$ cat config.mk
export PLATFORM = sky130hd
export DESIGN_NAME = filter_pair_buffer_flat
export DESIGN_NICKNAME = d
export VERILOG_FILES = /design/src/rtl/filter_pair_buffer_pkg.sv /design/src/rtl/filter_pair_buffer_if.sv /design/src/rtl/filter_pair_buffer_pair_fifo.sv /design/src/rtl/filter_pair_buffer.sv /design/src/flat_wrapper.sv
export SDC_FILE = /design/constraint.sdc
export NUM_CORES = 1
export LEC_CHECK = 0
export CELL_PAD_IN_SITES_DETAIL_PLACEMENT = 1
export CELL_PAD_IN_SITES_GLOBAL_PLACEMENT = 1
export CORE_MARGIN = 2
export CORE_UTILIZATION = 40
export CTS_BUF_LIST = sky130_fd_sc_hd__clkbuf_16
export CTS_CLUSTER_DIAMETER = 80
export DETAILED_ROUTE_END_ITERATION = 8
export PLACE_DENSITY_LB_ADDON = 0.1
export SLEW_MARGIN = 20
export SYNTH_ARGS = -nofsm -noshare
export SYNTH_HDL_FRONTEND = slang
export SYNTH_SLANG_ARGS = --single-unit
$ cat constraint.sdc
create_clock -name clk -period 11.3 [get_ports clk]
set_clock_uncertainty 0.2 [all_clocks]
set_input_delay 3.39 -clock clk [delete_from_list [all_inputs] [get_ports clk]]
set_output_delay 3.39 -clock clk [all_outputs]
set_load 0.01 [all_outputs]
$ cat src/rtl/filter_pair_buffer_pkg.sv
// Shared definitions for the filter pair buffer and the downstream force
// pipeline: coordinate/pair widths, in_data field offsets, FSM encoding.
package filter_pair_buffer_pkg;

  localparam int CELL_ID_WIDTH = 3;
  localparam int BODY_BITS     = 8;
  localparam int PID_WIDTH     = 9;
  localparam int COORD_W       = CELL_ID_WIDTH + BODY_BITS;

  function automatic int pair_width(input int pid_w, input int coord_w);
    return 2 * pid_w + 6 * coord_w;
  endfunction

  localparam int PAIR_W = pair_width(PID_WIDTH, COORD_W);

  // in_data = {home_pid, nb_pid, x1, y1, z1, x2, y2, z2}, z2 in the LSBs
  localparam int Z2_LSB       = 0;
  localparam int Y2_LSB       = 1 * COORD_W;
  localparam int X2_LSB       = 2 * COORD_W;
  localparam int Z1_LSB       = 3 * COORD_W;
  localparam int Y1_LSB       = 4 * COORD_W;
  localparam int X1_LSB       = 5 * COORD_W;
  localparam int NB_PID_LSB   = 6 * COORD_W;
  localparam int HOME_PID_LSB = NB_PID_LSB + PID_WIDTH;

  typedef enum logic [1:0] {
    IDLE   = 2'd0,
    ACTIVE = 2'd1,
    DRAIN  = 2'd2,
    DONE   = 2'd3
  } fsm_state_e;

endpackage

$ cat src/rtl/filter_pair_buffer_if.sv
// Bus between pair generator / range filter, the pair buffer, and the force
// pipeline. Optional statistics outputs exist when FILTER_STATS_EN is defined.
interface filter_pair_buffer_if;
  import filter_pair_buffer_pkg::*;

  logic              in_valid;
  logic              in_pass;
  logic              in_last;
  logic [PAIR_W-1:0] in_data;
  logic              stall;
  logic              out_valid;
  logic              out_ready;
  logic [PAIR_W-1:0] out_data;
  logic              overflow;
  logic              sweep_done;
`ifdef FILTER_STATS_EN
  logic [15:0]       stat_candidates;
  logic [15:0]       stat_passed;

  modport slave (
    input  in_valid, in_pass, in_last, in_data, out_ready,
    output stall, out_valid, out_data, overflow, sweep_done,
           stat_candidates, stat_passed
  );
  modport master (
    output in_valid, in_pass, in_last, in_data, out_ready,
    input  stall, out_valid, out_data, overflow, sweep_done,
           stat_candidates, stat_passed
  );
`else
  modport slave (
    input  in_valid, in_pass, in_last, in_data, out_ready,
    output stall, out_valid, out_data, overflow, sweep_done
  );
  modport master (
    output in_valid, in_pass, in_last, in_data, out_ready,
    input  stall, out_valid, out_data, overflow, sweep_done
  );
`endif
endinterface

$ cat src/rtl/filter_pair_buffer_pair_fifo.sv
// pair_fifo: first-word fall-through FIFO. Pointers carry one extra wrap bit
// so full/empty come from the MSB compare; occupancy is kept as a register.
// Callers must only push when not full (or popping) and only pop when valid.
module pair_fifo #(
  parameter int DATA_W = 8,
  parameter int DEPTH  = 8,
  localparam int AW    = $clog2(DEPTH),
  localparam int PW    = AW + 1
) (
  input  logic              clk,
  input  logic              rst,
  input  logic              push_i,
  input  logic              pop_i,
  input  logic [DATA_W-1:0] wdata_i,
  output logic [DATA_W-1:0] rdata_o,
  output logic              valid_o,
  output logic              full_o,
  output logic [PW-1:0]     count_o,
  output logic [PW-1:0]     count_next_o
);

  logic [DATA_W-1:0] mem_q [DEPTH];
  logic [PW-1:0]     wr_ptr_q, wr_ptr_d;
  logic [PW-1:0]     rd_ptr_q, rd_ptr_d;
  logic [PW-1:0]     count_q, count_d;
  logic              empty;

  assign empty  = (wr_ptr_q == rd_ptr_q);
  assign full_o = (wr_ptr_q[AW] != rd_ptr_q[AW]) &&
                  (wr_ptr_q[AW-1:0] == rd_ptr_q[AW-1:0]);

  // Next pointers and occupancy
  always_comb begin
    wr_ptr_d = wr_ptr_q + PW'(push_i);
    rd_ptr_d = rd_ptr_q + PW'(pop_i);
    count_d  = count_q + PW'(push_i) - PW'(pop_i);
  end

  // Control state: pointers and count
  always_ff @(posedge clk or negedge rst) begin
    if (!rst) begin
      wr_ptr_q <= '0;
      rd_ptr_q <= '0;
      count_q  <= '0;
    end else begin
      wr_ptr_q <= wr_ptr_d;
      rd_ptr_q <= rd_ptr_d;
      count_q  <= count_d;
    end
  end

  // Storage write; data is not reset, the head is masked while empty
  always_ff @(posedge clk) begin
    if (push_i) mem_q[wr_ptr_q[AW-1:0]] <= wdata_i;
  end

  assign valid_o      = !empty;
  assign rdata_o      = empty ? '0 : mem_q[rd_ptr_q[AW-1:0]];
  assign count_o      = count_q;
  assign count_next_o = count_d;

endmodule

$ cat src/rtl/filter_pair_buffer.sv
// filter_pair_buffer: queues filter-passing candidate pairs and drains them to
// the force pipeline; tracks sweep progress, back-pressure and drops.
// Optional build macro: FILTER_STATS_EN adds candidate/passed counters.
module filter_pair_buffer
  import filter_pair_buffer_pkg::*;
#(
  parameter int DEPTH     = 8,
  parameter int AF_MARGIN = 2
) (
  input logic                 clk,
  input logic                 rst,
  filter_pair_buffer_if.slave bus
);

  localparam int            CW       = $clog2(DEPTH) + 1;
  localparam logic [CW-1:0] AF_LEVEL = CW'(DEPTH - AF_MARGIN);

  fsm_state_e        state_q, state_d;
  logic              stall_q, stall_d;
  logic              overflow_q, overflow_d;
  logic              accepting, push, pop, drop, proto_err;
  logic              fifo_full, fifo_valid;
  logic [CW-1:0]     count, count_next;
  logic [PAIR_W-1:0] head;

  // Candidates are only taken before the sweep's last one has been seen
  assign accepting = (state_q == IDLE) || (state_q == ACTIVE);
  assign pop       = fifo_valid && bus.out_ready;
  assign push      = bus.in_valid && bus.in_pass && accepting && (!fifo_full || pop);
  assign drop      = bus.in_valid && bus.in_pass && accepting && fifo_full && !pop;
  assign proto_err = bus.in_valid && !accepting;

  pair_fifo #(
    .DATA_W (PAIR_W),
    .DEPTH  (DEPTH)
  ) u_fifo (
    .clk          (clk),
    .rst          (rst),
    .push_i       (push),
    .pop_i        (pop),
    .wdata_i      (bus.in_data),
    .rdata_o      (head),
    .valid_o      (fifo_valid),
    .full_o       (fifo_full),
    .count_o      (count),
    .count_next_o (count_next)
  );

  // Sweep FSM next state
  always_comb begin
    state_d = state_q;
    case (state_q)
      IDLE:   if (bus.in_valid) state_d = bus.in_last ? DRAIN : ACTIVE;
      ACTIVE: if (bus.in_valid && bus.in_last) state_d = DRAIN;
      DRAIN:  if ((count == '0) && !push) state_d = DONE;
      DONE:   state_d = IDLE;
    endcase
  end

  // Almost-full lookahead and sticky drop/protocol-error flag
  always_comb begin
    stall_d    = (count_next >= AF_LEVEL);
    overflow_d = overflow_q | drop | proto_err;
  end

  // Control registers
  always_ff @(posedge clk or negedge rst) begin
    if (!rst) begin
      state_q    <= IDLE;
      stall_q    <= 1'b0;
      overflow_q <= 1'b0;
    end else begin
      state_q    <= state_d;
      stall_q    <= stall_d;
      overflow_q <= overflow_d;
    end
  end

  assign bus.stall      = stall_q;
  assign bus.out_valid  = fifo_valid;
  assign bus.out_data   = head;
  assign bus.overflow   = overflow_q;
  assign bus.sweep_done = (state_q == DONE);

`ifdef FILTER_STATS_EN
  logic [15:0] cand_q, cand_d;
  logic [15:0] passed_q, passed_d;

  function automatic logic [15:0] sat_inc(input logic [15:0] v, input logic en);
    return (en && (v != 16'hFFFF)) ? v + 16'd1 : v;
  endfunction

  // Statistics next state; a new sweep restarts counting with its first candidate
  always_comb begin
    cand_d   = sat_inc(cand_q, bus.in_valid);
    passed_d = sat_inc(passed_q, push);
    if ((state_q == IDLE) && (state_d == ACTIVE)) begin
      cand_d   = 16'd1;
      passed_d = {15'd0, push};
    end
  end

  // Statistics registers
  always_ff @(posedge clk or negedge rst) begin
    if (!rst) begin
      cand_q   <= '0;
      passed_q <= '0;
    end else begin
      cand_q   <= cand_d;
      passed_q <= passed_d;
    end
  end

  assign bus.stat_candidates = cand_q;
  assign bus.stat_passed     = passed_q;
`endif

endmodule

$ cat src/flat_wrapper.sv
// flat-port wrapper written by rule: the top's interface ports become plain ports
module filter_pair_buffer_flat import filter_pair_buffer_pkg::*;
#(
  parameter int DEPTH     = 8,
  parameter int AF_MARGIN = 2
)
  (clk, rst, bus_in_valid, bus_in_pass, bus_in_last, bus_in_data, bus_out_ready, bus_stall, bus_out_valid, bus_out_data, bus_overflow, bus_sweep_done);
  filter_pair_buffer_if bus_i ();
  input logic clk;
  input logic rst;
  input wire logic [$bits(bus_i.in_valid)-1:0] bus_in_valid;
  input wire logic [$bits(bus_i.in_pass)-1:0] bus_in_pass;
  input wire logic [$bits(bus_i.in_last)-1:0] bus_in_last;
  input wire logic [$bits(bus_i.in_data)-1:0] bus_in_data;
  input wire logic [$bits(bus_i.out_ready)-1:0] bus_out_ready;
  output wire logic [$bits(bus_i.stall)-1:0] bus_stall;
  output wire logic [$bits(bus_i.out_valid)-1:0] bus_out_valid;
  output wire logic [$bits(bus_i.out_data)-1:0] bus_out_data;
  output wire logic [$bits(bus_i.overflow)-1:0] bus_overflow;
  output wire logic [$bits(bus_i.sweep_done)-1:0] bus_sweep_done;
  assign bus_i.in_valid = bus_in_valid;
  assign bus_i.in_pass = bus_in_pass;
  assign bus_i.in_last = bus_in_last;
  assign bus_i.in_data = bus_in_data;
  assign bus_i.out_ready = bus_out_ready;
  assign bus_stall = bus_i.stall;
  assign bus_out_valid = bus_i.out_valid;
  assign bus_out_data = bus_i.out_data;
  assign bus_overflow = bus_i.overflow;
  assign bus_sweep_done = bus_i.sweep_done;
  filter_pair_buffer #(.DEPTH(DEPTH), .AF_MARGIN(AF_MARGIN)) u_core (.clk(clk), .rst(rst), .bus(bus_i));
endmodule
==> summary.txt <==
Clocking
  • Post-CTS setup buffers: 0
  • Clock root cell: clkbuf_16
  • Clock slew at reported path FFs: 60 ps
  • CTS tree: done
  • Cts bufs inserted: 74
  • Resized cells post-CTS: 0
  • Hold-fix buffers, CTS: 0
  • CTS Sinks: between 600 and 700
  • Clock tree buffer depth: 3
  • Clock Latency Late Sink: 600 ps
  • H-tree levels: 3

Synthesis
  • Synth Net Count: 1,270
  • Cell variety after synth: 32
  • Synthesis Warnings: 0
  • Post-Synth Simple-Gate Area: 1.71%
  • Yosys reg bits: approximately 700
  • Top_reg_cell synth: edfxtp_1
  • Cell count after synthesis: 1,166
  • Mapped cell area: approximately 0.027 sq mm
  • Sequential area share after synthesis: 77.5%
  • Post-synth EDFFs: roughly 670
  • Adder-cell area share of the yosys netlist: less than 1%
  • Ys async rst share: 2.33%
  • Mux contribution to synthesized area: 17.6%
  • Main combinational cell family by area after synthesis: multiplexers
  • Syn Area/Cell: 22.8 sq um
  • Synth Area in Compound Gates: 0.335%
  • Post-Synth XOR/XNOR Area: 0.462%

STA
  • Final worst-path cycle share: 65.7%
  • Max-Slew Margin vs Limit: 29.3%
  • RSZ-0062 raised after global routing: no
  • Final WS setup: 3870 ps
  • Tmin final: 7430 ps
  • Setup_tns: 0 ps
  • Hold Fails Final Rpt: 0
  • Slew Limit Fails: 0
  • Setup violators final: 0
  • Worst-margin pin slew: about 1100 ps
  • Fmax achieved: 0.135 GHz

Die
  • I/O pins: between 150 and 200
  • Die Width: 262 um
  • Core area: 0.0657 sq mm
  • DIE AREA: 0.0685 sq mm
  • Initial Util: 40.4%
  • Die Ht: 262 um
  • Num rows: 94

Routing
  • DRC: 0
  • Routed WL: 58,700 um
  • Routed vias: 12,200
  • Wire length per cell: 25.5 um
  • Via/cell ratio: 5.30
  • DRT iter0 DRCs: 614
  • DR pass1 iterations: 5
  • Final antenna-violating net count: 0

Worst setup path
  • Critical Path Sink Type: primary output
  • Worst Reg-to-Reg Cells: 5
  • R2R Setup Slk: 7630 ps
  • R2R Path Start: u_core.u_fifo.rd_ptr_q[1]
  • Required time worst endpoint: 7710 ps
  • WP data arrival: 3840 ps
  • Critical Path Fanout Max: 81
  • Type of origin of the critical path: register
  • R2R Path End: u_core.u_fifo.mem_q[3][62]
  • WS Path Type: reg -> out

Power and ir drop
  • Leak: around 10 nW
  • Total Power: approximately 8 mW
  • Worst-case vdd ir drop: 0.000130 V
  • PD cells: 253 mW/mm^2

GRT
  • Initial antenna violation count: 8
  • Gr ovfl total: 0
  • Vias in the first global route: 13,400
  • Largest net degree at the start of global routing: 135
  • Global-route wire length before repair: 87,600 um
  • Gr usage total: 17.5%

Layout
  • Most common cell after layout, fill and taps aside: edfxtp_1
  • Nets@finish: 1,489
  • Filler cells: 5,834
  • Most frequent cells in the layout: edfxtp_1, clkdlybuf4s50_1, mux4_2
  • Syn-to-layout area delta: 18.8%
  • Share of cells above drive strength 1: 21.1%

Outcome
  • Status: finished, final reports clean

Placed design
  • Setup WS pre-CTS: 4400 ps
  • Post-detail-place hpwl: 30,600 um
  • Input/output buffers: 177
  • Placer Congestion: between 0.6 and 0.7

Min path
  • Min-Delay Path Class: reg -> reg
  • Hold endpoint: u_core.bus.overflow
  • HP Start: u_core.bus.overflow
  • Hold path depth: 1

Job
  • Max Cap Viol: 0
-- kinds of logic after synthesis --
group	Yosys count
and+or+nand+nor	108
adders and majority gates	14
muxes	256
xor gates and xnor gates	14
AOI/OAI and AO/OA	13
DFF	688
buffers and inverters	73
-- registers in the layout (all words and copies together) (netlist names) --
name / flops
u_core.u_fifo.rd_ptr_q: 4
u_core.bus.stall: 1
u_core.state_q: 2
u_core.u_fifo.mem_q: 672
u_core.u_fifo.wr_ptr_q: 4
u_core.bus.overflow: 1
u_core.u_fifo.count_o: 4
-- routing by layer --
layer	global-route usage, %	up-vias	wire length, um
li1	-	5278	-
met1	24.1	6601	26100
met2	28.4	235	28800
met3	3.63	94	2750
met4	4.96	16	990
met5	0	-	97
-- synth_stat cells, types with 2 or more instances --
master / n / share of area, %
a21o_1: 3 / 0.085
a21oi_1: 2 / 0.038
buf_1: 5 / 0.071
buf_2: 32 / 0.60
buf_6: 19 / 0.81
clkbuf_1: 4 / 0.057
dfrtp_1: 16 / 1.5
edfxtp_1: 672 / 76
ha_1: 13 / 0.61
inv_1: 12 / 0.17
mux2i_1: 88 / 3.3
mux4_2: 168 / 14
nand2_1: 2 / 0.028
nand2b_1: 2 / 0.047
nand3_1: 7 / 0.13
nor2_1: 88 / 1.2
nor3_1: 4 / 0.075
o21ai_0: 2 / 0.038
o21ai_1: 2 / 0.038
xnor2_1: 7 / 0.23
xor2_1: 7 / 0.23
-- where the power goes --
part | total (mW) | switching [mW] | internal, mW
sequential | 3.11 | 0.141 | 2.97
combinational | 2.65 | 1.28 | 1.36
clock | 2.22 | 0.950 | 1.27
total | 7.98 | 2.37 | 5.60
-- worst max-delay path by stage --
stage	from	endpoint	cells after the start
after floorplan	bus_in_valid	u_core.u_fifo.mem_q[2][0]	3
after global placement	u_core.u_fifo.rd_ptr_q[0]	bus_out_data[19]	5
after detailed placement	u_core.u_fifo.rd_ptr_q[0]	bus_out_data[19]	5
after CTS	u_core.u_fifo.rd_ptr_q[0]	bus_out_data[19]	5
after global routing	u_core.u_fifo.rd_ptr_q[0]	bus_out_data[59]	6
final	u_core.u_fifo.rd_ptr_q[0]	bus_out_data[53]	6
-- critical path: stages, from the launching register on --
cell and delay (ps):
dfrtp_4 830, buf_12 300, buf_16 520, mux4_2 590, mux2i_1 250, nor2_1 80
clkdlybuf4s50_1 510
-- area by class of cell --
type	instances	area [sq um]	area share, %
Timing Repair Buffer	203	2020	6.42
Antenna cell	1	2.50	0.00793
Multi-Input combinational cell	405	5570	17.7
Inverter	13	48.8	0.155
Clock buffer	77	1930	6.11
Sequential cell	688	20600	65.3
Clock inverter	55	299	0.948
Tap cell	864	1080	3.43
-- stage by stage --
stage	cells	util, %	instance area [sq um]	hold WS [ps]
after CTS	2304	47.9	31500	281
after global placement	2172	44.5	29300	252
after floorplan	1166	-	26600	273
after detailed placement	2172	44.5	29300	257
after global routing	2305	48.0	31500	307
final	2306	48.0	31500	277
No activity file was read; power rests on OpenSTA's default activity.
